===== config.mk =====
export PLATFORM = sky130hd
export DESIGN_NAME = pe_spad_loader_flat
export DESIGN_NICKNAME = d
export VERILOG_FILES = /design/src/rtl/pe_spad_loader_if.sv /design/src/rtl/pe_spad_loader.sv /design/src/flat_wrapper.sv
export SDC_FILE = /design/constraint.sdc
export NUM_CORES = 1
export LEC_CHECK = 0
export ABC_AREA = 0
export BUFFER_PORTS_ARGS = -buffer_cell sky130_fd_sc_hd__buf_2
export CAP_MARGIN = 25
export CORE_MARGIN = 3
export CORE_UTILIZATION = 30
export CTS_BUF_LIST = sky130_fd_sc_hd__clkbuf_8 sky130_fd_sc_hd__clkbuf_16
export DETAILED_ROUTE_END_ITERATION = 8
export PLACE_DENSITY_LB_ADDON = 0.1
export SETUP_SLACK_MARGIN = 0.15
export SLEW_MARGIN = 20
export SYNTH_ARGS = -nofsm -noshare
export SYNTH_HDL_FRONTEND = slang
export SYNTH_SLANG_ARGS = --single-unit

===== constraint.sdc =====
create_clock -name clk -period 2.8 [get_ports clk]
set_input_delay 0 -clock clk [delete_from_list [all_inputs] [get_ports clk]]
set_output_delay 0 -clock clk [all_outputs]
set_load 0.01 [all_outputs]

===== src/rtl/pe_spad_loader_if.sv =====
// Handshake and spad-write bundle between the GLB/PE controller and pe_spad_loader.
interface pe_spad_loader_if #(
  parameter int MAX_CONFIG_WIDTH = 5,
  parameter int DATA_WIDTH       = 8
);
  logic                        en;
  logic [MAX_CONFIG_WIDTH-1:0] filter_size;
  logic [DATA_WIDTH-1:0]       iact_in_data;
  logic                        iact_in_valid;
  logic                        iact_in_ready;
  logic [DATA_WIDTH-1:0]       weight_in_data;
  logic                        weight_in_valid;
  logic                        weight_in_ready;
  logic                        iact_wr_en;
  logic [MAX_CONFIG_WIDTH-1:0] iact_wr_addr;
  logic [DATA_WIDTH-1:0]       iact_wr_data;
  logic                        weight_wr_en;
  logic [MAX_CONFIG_WIDTH-1:0] weight_wr_addr;
  logic [DATA_WIDTH-1:0]       weight_wr_data;
  logic                        spad_release;
  logic                        iact_spad_ready;
  logic                        weight_spad_ready;
  logic                        busy;

  modport slave (
    input  en, filter_size, spad_release,
    input  iact_in_data, iact_in_valid, weight_in_data, weight_in_valid,
    output iact_in_ready, weight_in_ready,
    output iact_wr_en, iact_wr_addr, iact_wr_data,
    output weight_wr_en, weight_wr_addr, weight_wr_data,
    output iact_spad_ready, weight_spad_ready, busy
  );

  modport master (
    output en, filter_size, spad_release,
    output iact_in_data, iact_in_valid, weight_in_data, weight_in_valid,
    input  iact_in_ready, weight_in_ready,
    input  iact_wr_en, iact_wr_addr, iact_wr_data,
    input  weight_wr_en, weight_wr_addr, weight_wr_data,
    input  iact_spad_ready, weight_spad_ready, busy
  );
endinterface


===== src/rtl/pe_spad_loader.sv =====
// Fills the PE iact and weight scratchpads from GLB beats; each channel holds its
// spad full until the PE controller releases it. Channel 0 = iact, channel 1 = weight.
module pe_spad_loader #(
  parameter int MAX_CONFIG_WIDTH = 5,
  parameter int DATA_WIDTH       = 8
) (
  input  logic             clk,
  input  logic             rstn,
  pe_spad_loader_if.slave  bus
);
  localparam int CW = MAX_CONFIG_WIDTH;
  localparam int DW = DATA_WIDTH;

  typedef enum logic {S_FILL, S_FULL} state_t;

  logic [1:0]    in_valid;
  logic [1:0]    in_ready;
  logic [1:0]    wr_en;
  logic [1:0]    spad_ready;
  logic [1:0]    busy_ch;
  logic [CW-1:0] wr_addr [2];

  assign in_valid = {bus.weight_in_valid, bus.iact_in_valid};

  genvar gi;
  generate
    for (gi = 0; gi < 2; gi++) begin : g_ch
      state_t        state_reg, state_next;
      logic [CW-1:0] wcnt_reg, wcnt_next;
      logic [CW-1:0] len_reg, len_next;
      logic [CW-1:0] cur_len;
      logic          accept;

      // The first beat of a fill compares against the length it is latching.
      assign cur_len = (wcnt_reg != '0)        ? len_reg :
                       (bus.filter_size == '0) ? CW'(1)  : bus.filter_size;

      assign in_ready[gi] = rstn & bus.en & (state_reg == S_FILL);
      assign accept       = in_valid[gi] & in_ready[gi];

      always_comb begin
        state_next = state_reg;
        wcnt_next  = wcnt_reg;
        len_next   = len_reg;
        if (bus.en) begin
          if (state_reg == S_FILL) begin
            if (accept) begin
              len_next = cur_len;
              if (wcnt_reg == cur_len - CW'(1)) begin
                wcnt_next  = '0;
                state_next = S_FULL;
              end else begin
                wcnt_next = wcnt_reg + CW'(1);
              end
            end
          end else if (bus.spad_release) begin
            state_next = S_FILL;
          end
        end
      end

      always_ff @(posedge clk or negedge rstn) begin
        if (!rstn) begin
          state_reg <= S_FILL;
          wcnt_reg  <= '0;
          len_reg   <= '0;
        end else begin
          state_reg <= state_next;
          wcnt_reg  <= wcnt_next;
          len_reg   <= len_next;
        end
      end

      assign wr_en[gi]      = accept;
      assign wr_addr[gi]    = wcnt_reg;
      assign spad_ready[gi] = (state_reg == S_FULL);
      assign busy_ch[gi]    = (state_reg == S_FILL) && (wcnt_reg != '0);
    end
  endgenerate

  assign bus.iact_in_ready     = in_ready[0];
  assign bus.weight_in_ready   = in_ready[1];
  assign bus.iact_wr_en        = wr_en[0];
  assign bus.weight_wr_en      = wr_en[1];
  assign bus.iact_wr_addr      = wr_addr[0];
  assign bus.weight_wr_addr    = wr_addr[1];
  // Data is gated so every output reads zero while reset is held.
  assign bus.iact_wr_data      = rstn ? bus.iact_in_data   : {DW{1'b0}};
  assign bus.weight_wr_data    = rstn ? bus.weight_in_data : {DW{1'b0}};
  assign bus.iact_spad_ready   = spad_ready[0];
  assign bus.weight_spad_ready = spad_ready[1];
  assign bus.busy              = |busy_ch;
endmodule


===== src/flat_wrapper.sv =====
// flat-port wrapper written by rule: the top's interface ports become plain ports
module pe_spad_loader_flat 
#(
  parameter int MAX_CONFIG_WIDTH = 5,
  parameter int DATA_WIDTH       = 8
)
  (clk, rstn, bus_en, bus_filter_size, bus_spad_release, bus_iact_in_data, bus_iact_in_valid, bus_weight_in_data, bus_weight_in_valid, bus_iact_in_ready, bus_weight_in_ready, bus_iact_wr_en, bus_iact_wr_addr, bus_iact_wr_data, bus_weight_wr_en, bus_weight_wr_addr, bus_weight_wr_data, bus_iact_spad_ready, bus_weight_spad_ready, bus_busy);
  pe_spad_loader_if #(.MAX_CONFIG_WIDTH(MAX_CONFIG_WIDTH), .DATA_WIDTH(DATA_WIDTH)) bus_i ();
  input  logic clk;
  input  logic rstn;
  input wire logic [$bits(bus_i.en)-1:0] bus_en;
  input wire logic [$bits(bus_i.filter_size)-1:0] bus_filter_size;
  input wire logic [$bits(bus_i.spad_release)-1:0] bus_spad_release;
  input wire logic [$bits(bus_i.iact_in_data)-1:0] bus_iact_in_data;
  input wire logic [$bits(bus_i.iact_in_valid)-1:0] bus_iact_in_valid;
  input wire logic [$bits(bus_i.weight_in_data)-1:0] bus_weight_in_data;
  input wire logic [$bits(bus_i.weight_in_valid)-1:0] bus_weight_in_valid;
  output wire logic [$bits(bus_i.iact_in_ready)-1:0] bus_iact_in_ready;
  output wire logic [$bits(bus_i.weight_in_ready)-1:0] bus_weight_in_ready;
  output wire logic [$bits(bus_i.iact_wr_en)-1:0] bus_iact_wr_en;
  output wire logic [$bits(bus_i.iact_wr_addr)-1:0] bus_iact_wr_addr;
  output wire logic [$bits(bus_i.iact_wr_data)-1:0] bus_iact_wr_data;
  output wire logic [$bits(bus_i.weight_wr_en)-1:0] bus_weight_wr_en;
  output wire logic [$bits(bus_i.weight_wr_addr)-1:0] bus_weight_wr_addr;
  output wire logic [$bits(bus_i.weight_wr_data)-1:0] bus_weight_wr_data;
  output wire logic [$bits(bus_i.iact_spad_ready)-1:0] bus_iact_spad_ready;
  output wire logic [$bits(bus_i.weight_spad_ready)-1:0] bus_weight_spad_ready;
  output wire logic [$bits(bus_i.busy)-1:0] bus_busy;
  assign bus_i.en = bus_en;
  assign bus_i.filter_size = bus_filter_size;
  assign bus_i.spad_release = bus_spad_release;
  assign bus_i.iact_in_data = bus_iact_in_data;
  assign bus_i.iact_in_valid = bus_iact_in_valid;
  assign bus_i.weight_in_data = bus_weight_in_data;
  assign bus_i.weight_in_valid = bus_weight_in_valid;
  assign bus_iact_in_ready = bus_i.iact_in_ready;
  assign bus_weight_in_ready = bus_i.weight_in_ready;
  assign bus_iact_wr_en = bus_i.iact_wr_en;
  assign bus_iact_wr_addr = bus_i.iact_wr_addr;
  assign bus_iact_wr_data = bus_i.iact_wr_data;
  assign bus_weight_wr_en = bus_i.weight_wr_en;
  assign bus_weight_wr_addr = bus_i.weight_wr_addr;
  assign bus_weight_wr_data = bus_i.weight_wr_data;
  assign bus_iact_spad_ready = bus_i.iact_spad_ready;
  assign bus_weight_spad_ready = bus_i.weight_spad_ready;
  assign bus_busy = bus_i.busy;
  pe_spad_loader #(.MAX_CONFIG_WIDTH(MAX_CONFIG_WIDTH), .DATA_WIDTH(DATA_WIDTH)) u_core (.clk(clk), .rstn(rstn), .bus(bus_i));
endmodule

## Word level (Yosys, flattened, before mapping)

Cells that the tools add are included.

| word-level totals | value |
|---|---|
| output and inout bits | 33 |
| memories | 0 |
| word-level logic and storage cells | 41 |
| bits in read-only memories | 0 |
| latch bits | 0 |
| input bits | 27 |
| flip-flop bits (word level) | 22 |
| memory bits (writable) | 0 |

| cells by class | value |
|---|---|
| divide/modulo/power cells | 0 |
| bitwise gates (word level) | 7 |
| multipliers | 0 |
| mux-type cells | 14 |
| order comparisons | 0 |
| reduce and logical (&&, ||, !) cells | 8 |
| eq/ne operators | 2 |
| shifts and indexed selects | 0 |
| add/sub/neg operators | 4 |

Operators with widths:

| cell | number |
|---|---|
| $mux 5 | 5 |
| $mux 8 | 2 |
| $add 5x1->5 const B | 2 |
| $eq 5x5->1 | 2 |
| $reduce_bool 5->1 | 2 |
| $sub 5x1->5 const B | 2 |
| $mux 1 | 7 |
| $reduce_and 3->1 | 2 |
| $and 1x1->1 | 5 |
| $logic_not 5->1 | 1 |
| $logic_and 1x1->1 | 2 |
| $not 1->1 | 2 |
| $reduce_or 2->1 | 1 |

## Logic depth before layout (Yosys ltp)

Gate-level depths: netlist of the first run.

| logic depth | value |
|---|---|
| word-level depth | 8 |
| gate-level depth with buffers | 11 |
| gate-level depth less buffers | 10 |

## Worst setup path before layout of the first run

Ideal clock, no wire load.

| timing | value |
|---|---|
| path type | register -> register |
| start | register u_core.g_ch[1].wcnt_reg[0], in the netlist u_core.bus.weight_wr_addr[0] |
| end | register u_core.g_ch[1].state_reg, in the netlist u_core.bus.weight_spad_ready |
| path slack | 158 ps |
| data required time | 2,679 ps |
| setup time | 121 ps |
| buffers on the path | 1 |
| cell stages (with the launch flop) | 12 |
| period minus slack after synthesis | 2,642 ps |
| arrival time | 2,521 ps |
| cells stage by stage | dfrtp_1 -> inv_1 -> ha_1 -> or4b_4 -> buf_6 -> nor2_1 -> a21oi_1 -> ha_1 -> xor2_1 -> xnor2_1 -> nor4_4 -> a22o_1 |

| between the ends | value |
|---|---|
| cells in the longest elaborated chain, start to end | 7 |

Ends and longest elaborated chain:

| what | RTL line | RTL |
|---|---|---|
| start: declaration | pe_spad_loader.sv:29 | `logic [CW-1:0] wcnt_reg, wcnt_next;` |
| start signal: assignment | pe_spad_loader.sv:69 | `wcnt_reg <= wcnt_next;` |
| $reduce_bool 5->1 | pe_spad_loader.sv:35 | `assign cur_len = (wcnt_reg != '0) ? len_reg :` |
| $mux 5 | pe_spad_loader.sv:35 |  |
| $sub 5x1->5 | pe_spad_loader.sv:49 | `if (wcnt_reg == cur_len - CW'(1)) begin` |
| $eq 5x5->1 * | pe_spad_loader.sv:49 |  |
| $mux 1 * | pe_spad_loader.sv:49 |  |
| $mux 1 * | pe_spad_loader.sv:47 | `if (accept) begin` |
| $mux 1 * | pe_spad_loader.sv:46 | `if (state_reg == S_FILL) begin` |
| end signal: assignment | pe_spad_loader.sv:68 | `state_reg <= state_next;` |
| end: declaration | pe_spad_loader.sv:28 | `state_t state_reg, state_next;` |

Mark *: on every way between the ends. The rest lies on a longest branch, timed or not.
A chain may end at the register's enable or synchronous reset.

## Worst setup path after layout of the first run

| timing | value |
|---|---|
| start | register u_core.g_ch[1].wcnt_reg[0], in the netlist u_core.bus.weight_wr_addr[0] |
| end | register u_core.g_ch[1].wcnt_reg[4], in the netlist u_core.bus.weight_wr_addr[4] |

| between the ends | value |
|---|---|
| cells in the longest elaborated chain, start to end | 5 |
| elaborated cells between the ends (all ways) | 6 |
| classes of those cells | 2 x add/sub; 1 x eq/ne; 2 x mux; 1 x reduce/logical |

Ends and longest elaborated chain:

| what | RTL line |
|---|---|
| $reduce_bool 5->1 | pe_spad_loader.sv:35 |
| $mux 5 | pe_spad_loader.sv:35 |
| $sub 5x1->5 | pe_spad_loader.sv:49 |
| $eq 5x5->1 | pe_spad_loader.sv:49 |
| $mux 5 * | pe_spad_loader.sv:49 |

Marked as above.

==> metrics, run 1 <==
arrival time worst endpoint=between 2000 and 3000 ps; DP HPWL=~3700 um; Yosys reg bits=22; fmax=a little under 0.4 GHz; peak supply drop=between 0.4 and 0.5 mV; final setup violation count=0; critical path class=flop to flop; crit path max fanout=5; H-tree depth=1; Final min period=about 2600 ps; Syn Inst Count=180; drt wl/cell=14.70 um; Die W=between 80 and 90 um; post-synthesis net count=about 210; Slew Viols, Final=0; Leak=between 1 and 1.5 nW; layout cells sized above 1=between 50 and 60%; final wirelength=roughly 5000 um; setup tns final=0 ps; Starting Density=a little under a third; initial antenna violation count=0; clock buffer count from CTS=3; RSZ-0062 raised after global routing=true; Placement Rows=27; vias per cell=around 4.8; Yosys top cell by area=dfrtp_1; fin crit share=a little over 90%; Placeable Area=around 0.0056 mm2; nets=300; synth top area cells=dfrtp_1 (31%), and2_1 (7.5%), nor4_4 (4.8%); Area Overhead vs Synth=40.67%; Synth top area share=approximately 31%; Worst-Skew Late Latency=about 260 ps; ANT nets after route=0; DRC errors left=0; Rel. slew slack=approximately 66%; Final Instance Area=roughly 0.0025 mm2; clk buf depth=2; antenna cells=0; Congestion Overflow GR=0; P per Cell Area=between 1000 and 1500 mW/mm2; commonest cells after routing, fill and taps aside=buf_2 (59), buf_4 (27), dfrtp_1 (22); Mapped Avg Cell Area=9.794 um2; drt initial violations=60; Reg clk slew, reported paths=90 ps; IO Count=60; CP startpoint kind=flop; port bufs=59; vias in the first global route=around 1600; CTS Root Cell=clkbuf_8; CTS tree=yes; Die Footprint=0.006833 mm2; CTS sink cnt=22; GP Congestion=approximately 0.71; status=finished, final reports clean; Synth cell types=37; first-pass GRT wire length=between 7000 and 8000 um; max reg flops=10; largest net degree at the start of global routing=39; Critical Path RT=about 3000 ps; drt first pass iters=4; FILL cells=roughly 590; Post-Syn Area=roughly 0.0018 mm2; Post-Place Cells=around 320; clock skew=around 4.1 ps; Tightest Pin Transition=501.7 ps; area post-placement=approximately 0.0022 mm2; vias=~1600; Hold Fails Final Rpt=0; sequential area share after synthesis=a little under a third; worst hold path class=primary input to flop; commonest non-fill, non-tap cell in the layout=buf_2; crit end category=flop; max_cap viols=0; Die Span Y=roughly 83 um; Non-Filler Instances=around 340; Global Route Usage Sum=between 10% and 20%; synthesis warning total=0
## worst paths after layout
path | startpoint | end | slack, ps | cells after the start
max | u_core.bus.weight_wr_addr[0] | u_core.bus.weight_wr_addr[4] | 220 | 10
min | bus_filter_size[2] | u_core.g_ch[1].len_reg[2] | 70 | 2
max reg2reg | u_core.bus.weight_wr_addr[0] | u_core.bus.weight_wr_addr[4] | 220 | 10
min reg2reg | u_core.g_ch[0].len_reg[4] | u_core.g_ch[0].len_reg[4] | 550 | 1
max in group asynchronous | rstn | u_core.g_ch[0].len_reg[0] | 2180 | 3
min in group asynchronous | rstn | u_core.bus.iact_spad_ready | 310 | 3
## per-stage QoR
step,hold slack (ps),utilization (%),total power [mW],setup slack (ps)
after floorplan,-295.6,-,1.832,157.8
after global placement,66.70,39.49,2.289,76.44
after detailed placement,68.41,39.49,2.274,80.84
after CTS,60.92,41.63,2.648,151.5
after global routing,67.63,44.22,3.147,89.72
final,65.56,44.22,2.931,216.6
## power breakdown
part           internal, mW  leakage, nW  total, mW  switching [mW]
clock network         0.191       0.0357      0.303           0.112
logic                  1.02        0.862       2.06            1.04
registers             0.452        0.276      0.569           0.117
total                  1.66         1.17       2.93            1.27
## cells in the mapped netlist (all sizes together)
master / instances
buf: 5
a22o: 2
or3b: 4
a21oi: 15
ha: 6
o211a: 2
nor3: 3
and3: 1
o22ai: 1
a2111oi: 1
mux2i: 6
inv: 7
a211oi: 9
o22a: 2
clkbuf: 1
nor4: 10
nand4: 4
nor4b: 2
nand2b: 2
nand2: 10
or4b: 2
mux2: 8
and2: 21
nor4bb: 4
nor2: 12
xnor2: 6
dfrtp: 22
xor2: 8
o21ai: 2
or4: 1
or3: 1
## logic make-up (layout without fill, tap and decap cells)
group	count (synthesis)	in the layout	synth area share, %
adder cells (fa/ha/maj)	6	6	4.258
buffers and inverters	13	98	4.542
flip-flops	22	22	31.23
AND/OR/NAND/NOR	77	78	29.81
multiplexers	14	14	8.942
AO/OA/AOI/OAI	34	34	14.27
XOR/XNOR	14	14	6.955
## metal layers
metal | vias up | routed length [um] | track usage (%)
met5 | - | 0 | 0
met4 | 0 | 23 | 3.922
met3 | 2 | 211 | 2.278
met2 | 37 | 2262 | 22.76
met1 | 757 | 2473 | 20.68
li1 | 832 | - | -
## timing repair
item / CTS / global route
gates resized for setup: 5 / 16
hold buffers: 1 / 0
pin swaps: 2 / 14
gates cloned: 0 / 1
hold endpoints to repair: 22 / 0
buffers inserted: 2 / 9
endpoints found under the setup margin: 9 / 12
## layout make-up
class | count | area, um2 | share of cell area (%)
Multi-Input combinational cell | 146 | 1234 | 49.75
Sequential cell | 22 | 550.5 | 22.20
Timing Repair Buffer | 87 | 508.0 | 20.48
Tap cell | 72 | 90.09 | 3.633
Clock buffer | 3 | 41.29 | 1.665
Clock inverter | 1 | 30.03 | 1.211
Inverter | 7 | 26.28 | 1.060
## critical path, stage by stage (launching register included)
cell and delay (ps):
dfrtp_1 390, inv_2 80, ha_4 140, or4b_4 530, mux2i_2 230, ha_2 240, xor2_2 190, xnor2_2 130
nor4_4 280, buf_4 200, a21oi_2 60
(Power assumes the default switching activity.)
==> inputs of run 2 (changes only) <==
Settings changed: CORE_UTILIZATION 30 to 45, CTS_CLUSTER_SIZE set to 14.
==> run 2 against run 1 <==
Sequential share of layout area increased by 0.86 points. Critical path type unchanged. Sequential power decreased by 0.7%. Non-clock buffer count decreased by 3. Final cell count decreased by 8.3%. Flip-flop and latch count unchanged. Power decreased by 5.4%. Largest cell class unchanged. Critical path depth decreased by 1. Clock-buffer cell count increased by 1. Worst hold slack improved by 1.1 ps. Global-route usage increased by 4.7 points. Critical endpoint is now u_core.bus.weight_wr_addr[1].
==> metrics, run 2 (synthesis results as in run 1) <==
CP startpoint kind=flop; CTS Root Cell=clkbuf_8; Reg clk slew, reported paths=80 ps (about the same); Global Route Usage Sum=19.23% (+4.7 points); setup tns final=0 ps (unchanged); HP Start=bus_spad_release; Tightest Pin Transition=553.9 ps (+52.21 ps); Hold Path End=u_core.bus.weight_spad_ready; Placement Rows=22 (-19%); drt first pass iters=4 (unchanged); final setup violation count=0 (unchanged); Final min period=2641 ps (+57.32 ps); CTS sink cnt=22 (unchanged); GP Congestion=0.7940 (+11%); first-pass GRT wire length=6810 um (-11%); Leak=1.140 nW (-2.8%); Worst-Skew Late Latency=260 ps (about the same); Die Footprint=0.004705 mm2 (-31%); Hold Fails Final Rpt=0 (unchanged); Slew Viols, Final=0 (unchanged); DP HPWL=3408 um (-6.7%); Area Overhead vs Synth=35.42%; vias per cell=5.377 (+12%); Starting Density=47.44% (+16 points); vias in the first global route=1478 (-5.8%); fin crit share=94.31% (+2.0 points); Hold Path Depth=3 (+1); RSZ-0062 raised after global routing=true; FILL cells=310 (-47%); layout cells sized above 1=49.24% (-1.5 points); Critical Path RT=2930 ps (-30 ps); total power=2.773 mW (-5.4%); largest net degree at the start of global routing=39 (unchanged); max reg flops=10 (unchanged); vias=1667 (+2.4%); antenna cells=0 (unchanged); crit path max fanout=6 (+1); peak supply drop=0.4326 mV (+2.7%); CP max stage cell=or4b_4; critical path cell sequence=inv_2, ha_4, or4b_4, mux2i_2, ha_2, xor2_2, xnor2_2, nor4_4, a21oi_1; ANT nets after route=0 (unchanged); CP top delay family=simple AND/OR/NAND/NOR gates; drt initial violations=95 (+58%); terminus of the critical flop-to-flop path=u_core.bus.weight_wr_addr[1]; clock buffer count from CTS=3 (unchanged); IO Count=60 (unchanged); commonest non-fill, non-tap cell in the layout=buf_2; Reg-to-Reg Start=u_core.bus.weight_wr_addr[0]; status=finished, final reports clean; Die W=68.59 um (-17%); critical path class=flop to flop; fin util=64.24% (+20 points); DRC errors left=0 (unchanged); H-tree depth=1 (unchanged); nets=296 (-1.3%); Placeable Area=0.003716 mm2 (-34%); worst reg-to-reg setup slack=160 ps (-60 ps); max_cap viols=0 (unchanged); worst hold path class=primary input to flop; Rel. slew slack=62.73% (-3.6 points); clk buf depth=2 (unchanged); CTS tree=yes; port bufs=59 (unchanged); P per Cell Area=1162 mW/mm2 (-1.7%); arrival time worst endpoint=2770 ps (+30 ps); worst reg2reg path depth=9 (-1); crit path buf inv count=1 (-1); Die Span Y=68.59 um (-17%); CP peak stage delay=540 ps (about the same); drt wl/cell=15.07 um (+2.5%); Congestion Overflow GR=0 (unchanged); fmax=0.3787 GHz (-2.2%); commonest cells after routing, fill and taps aside=buf_2 (59), buf_4 (23), dfrtp_1 (22); clock skew=1.439 ps (-2.710 ps); crit end category=flop; final wirelength=4672 um (-6.0%); initial antenna violation count=0 (unchanged)
## run 2: how the worst max path moves through the flow
stage	start	end	slack, ps	cells past startpoint
detailed placement	u_core.bus.iact_wr_addr[1]	u_core.bus.iact_wr_addr[1]	140	9
finish	u_core.bus.weight_wr_addr[0]	u_core.bus.weight_wr_addr[1]	160	9
global route	u_core.bus.weight_wr_addr[0]	u_core.bus.weight_spad_ready	50	9
floorplan	u_core.bus.weight_wr_addr[0]	u_core.bus.weight_spad_ready	160	11
CTS	u_core.bus.iact_wr_addr[0]	u_core.bus.iact_wr_addr[2]	160	9
global placement	u_core.bus.iact_wr_addr[1]	u_core.bus.iact_wr_addr[4]	190	9
## run 2: layer usage
layer  up-vias  GRT usage, %  wire length, um
met2        49         31.59             2306
met1       790         25.96             2073
met5         -             0                0
li1        824             -                -
met4         0         5.955               42
met3         4         2.755              249
## run 2: repair_timing
action / in CTS / in global routing
setup buffers: 1 / 8
endpoints found under the setup margin: 6 / 11
pin swaps: 3 / 10
cloned: 0 / 0
endpoints found under the hold margin: 22 / 0
hold buffers: 1 / 0
gates resized for setup: 3 / 17
## run 2: layout make-up
cell class,instances,area [um2],share of cell area (%)
multi-input cells,145,1212,50.79
flip-flops and latches,22,550.5,23.06
repair buffers,84,483.0,20.23
well taps,48,60.06,2.516
clock buffers,4,55.05,2.306
inverters,7,26.28,1.101
## run 2: power breakdown
part           switching, mW  internal (mW)  leakage (nW)
clock network          0.108          0.126        0.0288
registers              0.113          0.452         0.276
logic                   1.02          0.950         0.836
total                   1.25           1.53          1.14
## run 2: stage by stage
| stage | area [um2] | instances | hold slack (ps) | setup slack [ps] |
|---|---|---|---|---|
| 2_1_floorplan | 1763 | 180 | -295.6 | 157.8 |
| 3_3_place_gp | 2177 | 296 | 65.30 | 189.0 |
| 3_5_place_dp | 2177 | 296 | 62.80 | 139.7 |
| 4_1_cts | 2260 | 302 | 66.71 | 159.1 |
| 5_1_grt | 2387 | 310 | 84.07 | 54.45 |
| 6_report | 2387 | 310 | 66.68 | 159.3 |
## run 2: worst reg2reg max path, cell delays in order, from the launching register on
cell and delay [ps]:
dfrtp_1 390, inv_2 80, ha_4 130, or4b_4 540, mux2i_2 250, ha_2 260
xor2_2 180, xnor2_2 120, nor4_4 430, a21oi_1 120
==> inputs of run 3 (changes only) <==
Settings changed: CORE_MARGIN 3 to 5, SETUP_SLACK_MARGIN 0.15 to 0.4.
==> run 3 against run 2 <==
Core utilization is 7.3 points higher. Sequential share of layout area is 2.2 points lower. Die area is 12% higher. Design area is 11% higher. Critical endpoint is now u_core.bus.iact_spad_ready. Largest cell class unchanged.
==> metrics, run 3 (synthesis results as in run 1) <==
status=finished, final reports clean; worst hold path class=primary input to flop; Hold Path Depth=3 (unchanged); P per Cell Area=1258 mW/mm2 (+8.3%); final wirelength=5321 um (+14%); crit end category=flop; Die W=72.59 um (+5.8%); Congestion Overflow GR=0 (unchanged); ANT nets after route=0 (unchanged); vias=1755 (+5.3%); PnR worst setup slack=301.0 ps (+141.7 ps); setup tns final=0 ps (unchanged); crit path max fanout=6 (unchanged); Rel. slew slack=66.86% (+4.1 points); Die Footprint=0.005269 mm2 (+12%); drt initial violations=89 (-6.3%); clk buf depth=2 (unchanged); H-tree depth=1 (unchanged); Worst-Skew Late Latency=260 ps (about the same); CP most frequent cell=ha_4; fmax=0.4002 GHz (+5.7%); GP Congestion=0.8364 (+5.3%); DP HPWL=3615 um (+6.1%); port bufs=59 (unchanged); peak supply drop=0.7339 mV (+70%); CP max stage cell=or4b_4; Placeable Area=0.003716 mm2 (unchanged); max_cap viols=0 (unchanged); CP peak stage delay=560 ps (+20 ps); critical path cell sequence=inv_4, ha_4, or4b_4, mux2i_4, ha_4, buf_4, a211oi_2, nor4_4, buf_6, a22o_1; CP startpoint kind=flop; crit path buf inv count=3 (+2); drt wl/cell=16.63 um (+10%); vias per cell=5.484 (+2.0%); Hold Fails Final Rpt=0 (unchanged); worst reg2reg path depth=10 (+1); Critical Path RT=2960 ps (+30 ps); CTS Root Cell=clkbuf_8; Global Route Usage Sum=19.25% (+0.023 points); RSZ-0062 raised after global routing=true; clock buffer count from CTS=3 (unchanged); worst reg-to-reg setup slack=300 ps (+140 ps); Starting Density=47.44% (unchanged); Area Overhead vs Synth=50.75%; CTS sink cnt=22 (unchanged); nets=307 (+3.7%); CTS tree=yes; Die Span Y=72.59 um (+5.8%); final setup violation count=0 (unchanged); arrival time worst endpoint=2660 ps (-110 ps); drt first pass iters=5 (+1); first-pass GRT wire length=8059 um (+18%); IO Count=60 (unchanged); Tightest Pin Transition=492.6 ps (-61.36 ps); layout cells sized above 1=58.46% (+9.2 points); DRC errors left=0 (unchanged); initial antenna violation count=0 (unchanged); Reg-to-Reg Start=u_core.bus.iact_wr_addr[0]; Slew Viols, Final=0 (unchanged); max reg flops=10 (unchanged); Placement Rows=22 (unchanged); Reg clk slew, reported paths=80 ps (about the same); antenna cells=0 (unchanged); critical path class=flop to flop; CP top delay family=simple AND/OR/NAND/NOR gates; fin crit share=89.25% (-5.1 points); Final min period=2499 ps (-141.7 ps); HP Start=bus_spad_release; Hold Path End=u_core.bus.weight_spad_ready; clock skew=1.748 ps (+0.3097 ps); post-place setup slack=132.1 ps (-7.638 ps); largest net degree at the start of global routing=39 (unchanged); vias in the first global route=1696 (+15%); terminus of the critical flop-to-flop path=u_core.bus.iact_spad_ready; Leak=1.223 nW (+7.3%); commonest cells after routing, fill and taps aside=buf_2 (59), buf_4 (27), and2_1 (21); commonest non-fill, non-tap cell in the layout=buf_2
[run 3: changes by cell type in the layout (fill, tap and decap cells not counted), sizes merged]
cell and delta:
buf +12, clkbuf -2
[run 3: repair_timing]
action                                 4_1_cts  5_1_grt
setup endpoints to repair                   12       12
pin swaps                                   15       19
buffers inserted                            24        2
hold buffers                                 1        0
gates resized for setup                     13       31
endpoints found under the hold margin       22        0
[run 3: area by class of cell]
class                   count  area, um2
flip-flops and latches     22      555.5
multi-input cells         145       1371
fillers                   280       1059
inverters                   7      31.28
well taps                  48      60.06
repair buffers             95      598.1
clock buffers               3      41.29
[run 3: worst max path at each step]
stage                                      start                           end  slack, ps  depth (start not counted)
floorplan           u_core.bus.weight_wr_addr[0]  u_core.bus.weight_spad_ready        300                          9
global placement    u_core.bus.weight_wr_addr[0]  u_core.bus.weight_wr_addr[1]        190                          8
detailed placement  u_core.bus.weight_wr_addr[0]  u_core.bus.weight_spad_ready        130                          8
CTS                 u_core.bus.weight_wr_addr[0]  u_core.bus.weight_spad_ready        280                          9
global route          u_core.bus.iact_wr_addr[0]    u_core.bus.iact_spad_ready        230                         17
finish                u_core.bus.iact_wr_addr[0]    u_core.bus.iact_spad_ready        300                         10
[run 3: power breakdown]
part	internal (mW)	switching [mW]
combinational	1.31	1.23
sequential	0.457	0.153
clock	0.0962	0.105
total	1.86	1.48
[run 3: metal layers]
layer  GRT usage (%)  vias up  part of all wire, %
li1                -      845                    -
met1           26.35      820                   44
met2           30.76       78                   45
met3           3.719       12                  8.8
met4           5.738        0                  2.2
met5               0        -                    0
[run 3: worst reg2reg max path: cells and delay by family, from the launching register on]
kind | cells | cell delay, ps
simple gates | 2 | 620
flops | 1 | 430
compound gates | 2 | 430
buf+inv | 3 | 370
fa+ha+maj | 2 | 300
mux | 1 | 250
[run 3: per-stage QoR]
stage,hold WS (ps),util (%),instances,power [mW],instance area (um2)
CTS,61.02,66.70,318,2.934,2479
detailed placement,76.66,58.82,290,2.327,2186
floorplan,-295.6,-,180,1.946,1817
finish,56.23,71.52,320,3.344,2658
global route,70.78,71.52,320,3.564,2658
global placement,72.87,58.82,290,2.301,2186
